--- src/rtl/hazard_pkg.sv ---
// Shared types for the pipeline hazard controller.
package hazard_pkg;

  typedef enum logic [1:0] {
    RUN,
    MUL_WAIT,
    MEM_WAIT
  } state_e;

  localparam logic [4:0] XZR = 5'd31;

endpackage

--- src/rtl/hazard_control_sat_counter.sv ---
// Saturating up-counter used for the stall and flush statistics.
module sat_counter #(
  parameter int W = 8
) (
  input  logic         clk,
  input  logic         rst_n,
  input  logic         inc,
  output logic [W-1:0] count_o
);

  logic [W-1:0] count_q;

  always_ff @(posedge clk or negedge rst_n) begin
    if (!rst_n) begin
      count_q <= '0;
    end else if (inc && (count_q != '1)) begin
      count_q <= count_q + 1'b1;
    end
  end

  assign count_o = count_q;

endmodule

--- src/rtl/hazard_control.sv ---
// Hazard sequencing for the 5-stage core: load-use stall, branch
// squash, multi-cycle multiply hold and data-memory freeze.
module hazard_control
  import hazard_pkg::*;
#(
  parameter int MUL_LATENCY = 4,
  parameter int STALL_CNT_W = 16,
  parameter int FLUSH_CNT_W = 8
) (
  input  logic                   clk,
  input  logic                   rst_n,
  input  logic [4:0]             IFIDrn,
  input  logic [4:0]             IFIDrm,
  input  logic                   IFIDusesrm,
  input  logic                   IDEXmemread,
  input  logic [4:0]             IDEXrd,
  input  logic                   IDEXmul,
  input  logic                   branch_taken,
  input  logic                   dmem_req,
  input  logic                   dmem_ready,
  output logic                   pc_write,
  output logic                   ifid_write,
  output logic                   ifid_flush,
  output logic                   idex_hold,
  output logic                   idex_bubble,
  output logic                   exmem_hold,
  output logic                   exmem_bubble,
  output logic                   memwb_bubble,
  output logic                   mul_start,
  output logic [STALL_CNT_W-1:0] stall_count,
  output logic [FLUSH_CNT_W-1:0] flush_count
);

  localparam logic [3:0] MUL_LOAD =
    4'(MUL_LATENCY > 1 ? MUL_LATENCY - 2 : 0);

  state_e     state_q, state_d;
  logic [3:0] mul_cnt_q, mul_cnt_d;
  logic       mem_wait;
  logic       load_use;
  logic       mul_stall;

  assign mem_wait = dmem_req && !dmem_ready;
  assign load_use = IDEXmemread && (IDEXrd != XZR) &&
    ((IDEXrd == IFIDrn) || (IFIDusesrm && (IDEXrd == IFIDrm)));
  assign mul_stall = IDEXmul && (MUL_LATENCY > 1);

  always_ff @(posedge clk or negedge rst_n) begin
    if (!rst_n) begin
      state_q   <= RUN;
      mul_cnt_q <= '0;
    end else begin
      state_q   <= state_d;
      mul_cnt_q <= mul_cnt_d;
    end
  end

  always_comb begin
    state_d      = state_q;
    mul_cnt_d    = mul_cnt_q;
    pc_write     = 1'b1;
    ifid_write   = 1'b1;
    ifid_flush   = 1'b0;
    idex_hold    = 1'b0;
    idex_bubble  = 1'b0;
    exmem_hold   = 1'b0;
    exmem_bubble = 1'b0;
    memwb_bubble = 1'b0;
    mul_start    = 1'b0;
    unique case (state_q)
      RUN: begin
        if (mem_wait) begin
          pc_write     = 1'b0;
          ifid_write   = 1'b0;
          idex_hold    = 1'b1;
          exmem_hold   = 1'b1;
          memwb_bubble = 1'b1;
          state_d      = MEM_WAIT;
        end else if (mul_stall) begin
          mul_start    = 1'b1;
          pc_write     = 1'b0;
          ifid_write   = 1'b0;
          idex_hold    = 1'b1;
          exmem_bubble = 1'b1;
          mul_cnt_d    = MUL_LOAD;
          state_d      = MUL_WAIT;
        end else begin
          // Single-cycle multiply only pulses start, then acts as RUN.
          mul_start = IDEXmul;
          if (branch_taken) begin
            ifid_flush  = 1'b1;
            idex_bubble = 1'b1;
          end else if (load_use) begin
            pc_write    = 1'b0;
            ifid_write  = 1'b0;
            idex_bubble = 1'b1;
          end
        end
      end
      MUL_WAIT: begin
        if (mul_cnt_q == '0) begin
          state_d = RUN;
        end else begin
          pc_write     = 1'b0;
          ifid_write   = 1'b0;
          idex_hold    = 1'b1;
          exmem_bubble = 1'b1;
          mul_cnt_d    = mul_cnt_q - 1'b1;
        end
      end
      MEM_WAIT: begin
        if (dmem_ready) begin
          state_d = RUN;
        end else begin
          pc_write     = 1'b0;
          ifid_write   = 1'b0;
          idex_hold    = 1'b1;
          exmem_hold   = 1'b1;
          memwb_bubble = 1'b1;
        end
      end
      default: state_d = RUN;
    endcase
    if (!rst_n) begin
      pc_write     = 1'b1;
      ifid_write   = 1'b1;
      ifid_flush   = 1'b0;
      idex_hold    = 1'b0;
      idex_bubble  = 1'b0;
      exmem_hold   = 1'b0;
      exmem_bubble = 1'b0;
      memwb_bubble = 1'b0;
      mul_start    = 1'b0;
    end
  end

  sat_counter #(.W(STALL_CNT_W)) u_stall_cnt (
    .clk     (clk),
    .rst_n   (rst_n),
    .inc     (~pc_write),
    .count_o (stall_count)
  );

  sat_counter #(.W(FLUSH_CNT_W)) u_flush_cnt (
    .clk     (clk),
    .rst_n   (rst_n),
    .inc     (ifid_flush),
    .count_o (flush_count)
  );

endmodule

--- config.mk ---
export PLATFORM = sky130hd
export DESIGN_NAME = hazard_control
export DESIGN_NICKNAME = d
export VERILOG_FILES = /design/src/rtl/hazard_pkg.sv /design/src/rtl/hazard_control_sat_counter.sv /design/src/rtl/hazard_control.sv
export SDC_FILE = /design/constraint.sdc
export NUM_CORES = 1
export LEC_CHECK = 0
export ABC_AREA = 1
export CAP_MARGIN = 20
export CORE_ASPECT_RATIO = 1.4
export CORE_MARGIN = 2
export CORE_UTILIZATION = 46
export CTS_BUF_LIST = sky130_fd_sc_hd__clkbuf_2
export CTS_CLUSTER_SIZE = 25
export DETAILED_ROUTE_END_ITERATION = 10
export PLACE_DENSITY = 0.74
export RECOVER_POWER = 50
export SLEW_MARGIN = 20
export SYNTH_ARGS = -nofsm -noshare
export SYNTH_HDL_FRONTEND = slang
export SYNTH_HIERARCHICAL = 1
export SYNTH_SLANG_ARGS = --single-unit
--- constraint.sdc ---
create_clock -name clk -period 1.7 [get_ports clk]
set_input_delay 0.255 -clock clk [delete_from_list [all_inputs] [get_ports clk]]
set_output_delay 0.255 -clock clk [all_outputs]
set_load 0.005 [all_outputs]
==> flow_summary.ini <==
[outcome]
status = finished, violations left
violations = setup timing

[timing]
fin_ws_ns = -0.166
slew_headroom_pct = 59.2
setup_violations = 24
fin_skew_ns = 0.0164
min_period_ns = 1.87
hold_viol_final = 0
worst_slew_pin_slew_ns = 0.612
final.period_utilization_pct = 110
tns_ns = -2.03
rsz0062_at_grt = true
final-max-slew-violation-count = 0
timing.hold.ws_ns = 0.371
max_freq_mhz = 536

[yosys]
synth_top_area_cell = dfrtp_1
syn_area_um2 = 2280
yosys-top-cells-area = dfrtp_1, nand2_1, inv_1
synth_edf_count = 0
ys_types = 38
ys_ff_latch = 30
avgSynthCellArea_um2 = 6.98
netlist_instances = 327
synthFlopType = dfrtp_1
ys_seq_area_share_pct = 32.9
yosysMostFrequentCell = nand2_1
synth_warnings = 6
synthArstFlopShare_pct = 100
syn_nets = 354
synthTopCellsByCount = nand2_1, inv_1, nor2_1
synth_top_area_share_pct = 32.9

[setup_path]
worstSetupPathType = reg2out
startpoint_type = register
crit_family = flip-flops
crit_slowest_cell = dfrtp_1
required_ns = 1.44
arrival_ns = 1.61
r2r_slack_ns = -0.11
reg2reg_depth = 14
path_depth = 7
crit_path_end_kind = output pin
crit_chain = inv_2 -> buf_6 -> nand2_8 -> nor3_4 -> nand2_2 -> a21oi_2 -> buf_2
path_buf_inv = 3
max_stage_delay_ns = 0.41
cp_max_fo = 3

[cells_and_area]
syn_to_final_growth_pct = 55.1
instances_no_fill = 496
final_nets = 458
diodes = 0
drive_gt1_share_pct = 36.3
nFillCells = 408

[global_routing]
gr-total-overflow = 0
grtUsageTotal_pct = 23.3
antenna_found_initial = 0
grt_first_pass_wirelength_mm = 10.3
grt_pass1_vias = 2352
grt_max_degree = 17

[hold_path]
worstHoldPathType = in2async

[cts]
clock_sinks = 30
cts_buffers = 5
clock_latency_ns = 0.37
cts.htree.levels = 2
root_buffer = clkbuf_2
cts_hold_buf = 0
tritoncts = yes
clkTransAtPathRegs_ns = 0.14
cts_buffer_depth = 2

[run]
maxCapViolations = 0

[power]
combinationalPowerShare_pct = 61.1
power_density_nw_per_um2 = 1100
switching_power_uw = 1650
seqPwrFrac_pct = 30.2
p_int_uw = 2250
clkPwrFrac_pct = 8.7
switching_share_pct = 42.3
cellLeakagePower_uw = 0.00171
ir_drop_mv = 0.824

[drt]
routedWlPerCell_um = 13.3
wl_mm = 6.60
drt_iter0_drc = 121
drcViolationCount = 0
drtPass1Iterations = 4
vias = 2446
viasPerCell = 4.93
drtAntennaViolNets = 0

[floorplan]
start_util_pct = 47.5
fp.dieW_um = 63.5
core_area_um2 = 4800
die-area_um2 = 5550
ioPinCount = 56
rows = 30
die_height_um = 87.4

[place]
dp.cells = 468
gp_congestion = 0.801
io_buffers = 55
hpwl_mm = 4.54
-- what timing repair did --
action	CTS	global route
endpoints found under the setup margin	22	36
pin swaps	24	29
setup buffers	15	6
resized for setup	56	78
cloned	0	1
-- metal layers --
| layer | routed length, um | track usage [%] | vias to the layer above |
|---|---|---|---|
| met5 | 0 | 0 | - |
| met4 | 78 | 6.72 | 0 |
| met3 | 280 | 3.62 | 10 |
| met2 | 3700 | 45.5 | 66 |
| met1 | 2550 | 25.5 | 1150 |
| li1 | - | - | 1220 |
-- layout by cell type, fill, tap and decap left out, types with 2 or more instances in the layout --
cell	instances
a21oi_1	2
a21oi_2	2
buf_2	4
buf_4	27
buf_6	15
clkbuf_1	3
clkbuf_2	8
clkdlybuf4s50_1	32
clkinv_1	3
dfrtp_1	22
dfrtp_2	8
dlygate4sd2_1	13
ha_1	3
inv_1	37
inv_2	11
nand2_1	96
nand2_2	24
nand2_4	6
nand2_8	3
nand3_1	14
nand3_2	4
nand3_4	4
nand4_1	4
nor2_1	27
nor2_2	5
nor2_4	12
nor3_2	2
o21ai_1	5
o21ai_2	7
xnor2_1	5
xor2_1	3
-- metrics by stage --
stage	power (uW)	utilization, %	instance area (um^2)	setup WS, ns
finish	3890	73.7	3540	-0.166
global route	4190	73.7	3540	-0.270
CTS	3520	67.7	3250	-0.230
detailed placement	3020	64.4	3090	-0.556
global placement	2970	64.4	3090	-0.518
floorplan	2140	-	2300	0.0112
-- worst reg2reg max path, cell delays in order, from the launching register on --
cell and delay [ns]:
dfrtp_1 0.45, inv_2 0.13, buf_6 0.12, nor3_2 0.04, a31oi_2 0.15, nand2_2 0.12
a21oi_4 0.20, nand3_2 0.09, nor2_2 0.11, nand2_1 0.06, nor2_2 0.13, nand2_1 0.06
nand2_1 0.06, nand2_1 0.05, inv_1 0.04
-- final cells by class --
class | instances | area [um^2] | area share (%)
clock buffer | 5 | 25.0 | 0.706
sequential | 30 | 761 | 21.5
inverter | 50 | 191 | 5.40
clock inverter | 3 | 11.3 | 0.318
multi-input combinational | 244 | 1570 | 44.2
tap | 64 | 80.1 | 2.26
timing repair buffer | 100 | 907 | 25.6
-- registers in the layout, indices dropped and copies added (netlist names) --
| signal | count |
|---|---|
| mul_cnt_q | 4 |
| state_q | 2 |
| u_flush_cnt/count_o | 8 |
| u_stall_cnt/count_o | 16 |
-- cell families (layout without fill, tap and decap cells) --
| family | after synthesis | in the layout | synth area share (%) |
|---|---|---|---|
| buf+inv | 53 | 158 | 9.92 |
| xor+xnor | 8 | 8 | 3.07 |
| fa+ha+maj | 4 | 4 | 2.19 |
| compound gates | 24 | 24 | 7.29 |
| flops | 30 | 30 | 32.9 |
| simple gates | 208 | 208 | 44.7 |
-- final timing paths --
path | start | to
setup reg to reg | state_q[0] | u_stall_cnt/count_o[15]
max in group asynchronous | rst_n | u_stall_cnt/count_o[11]
hold reg to reg | u_flush_cnt/count_o[1] | u_flush_cnt/count_o[1]
hold / removal | rst_n | u_stall_cnt/count_o[4]
min in group clk | u_flush_cnt/count_o[1] | u_flush_cnt/count_o[1]
setup / recovery | state_q[1] | idex_bubble
-- power groups by stage --
stage                     combinational [uW]  clock (uW)  sequential, uW
after floorplan                          987           0            1150
after global placement                  1820           0            1150
after detailed placement                1860           0            1160
after CTS                               2030         345            1150
after global routing                    2590         387            1210
final                                   2380         340            1180
Note: power is estimated with default switching activity, not from simulation.
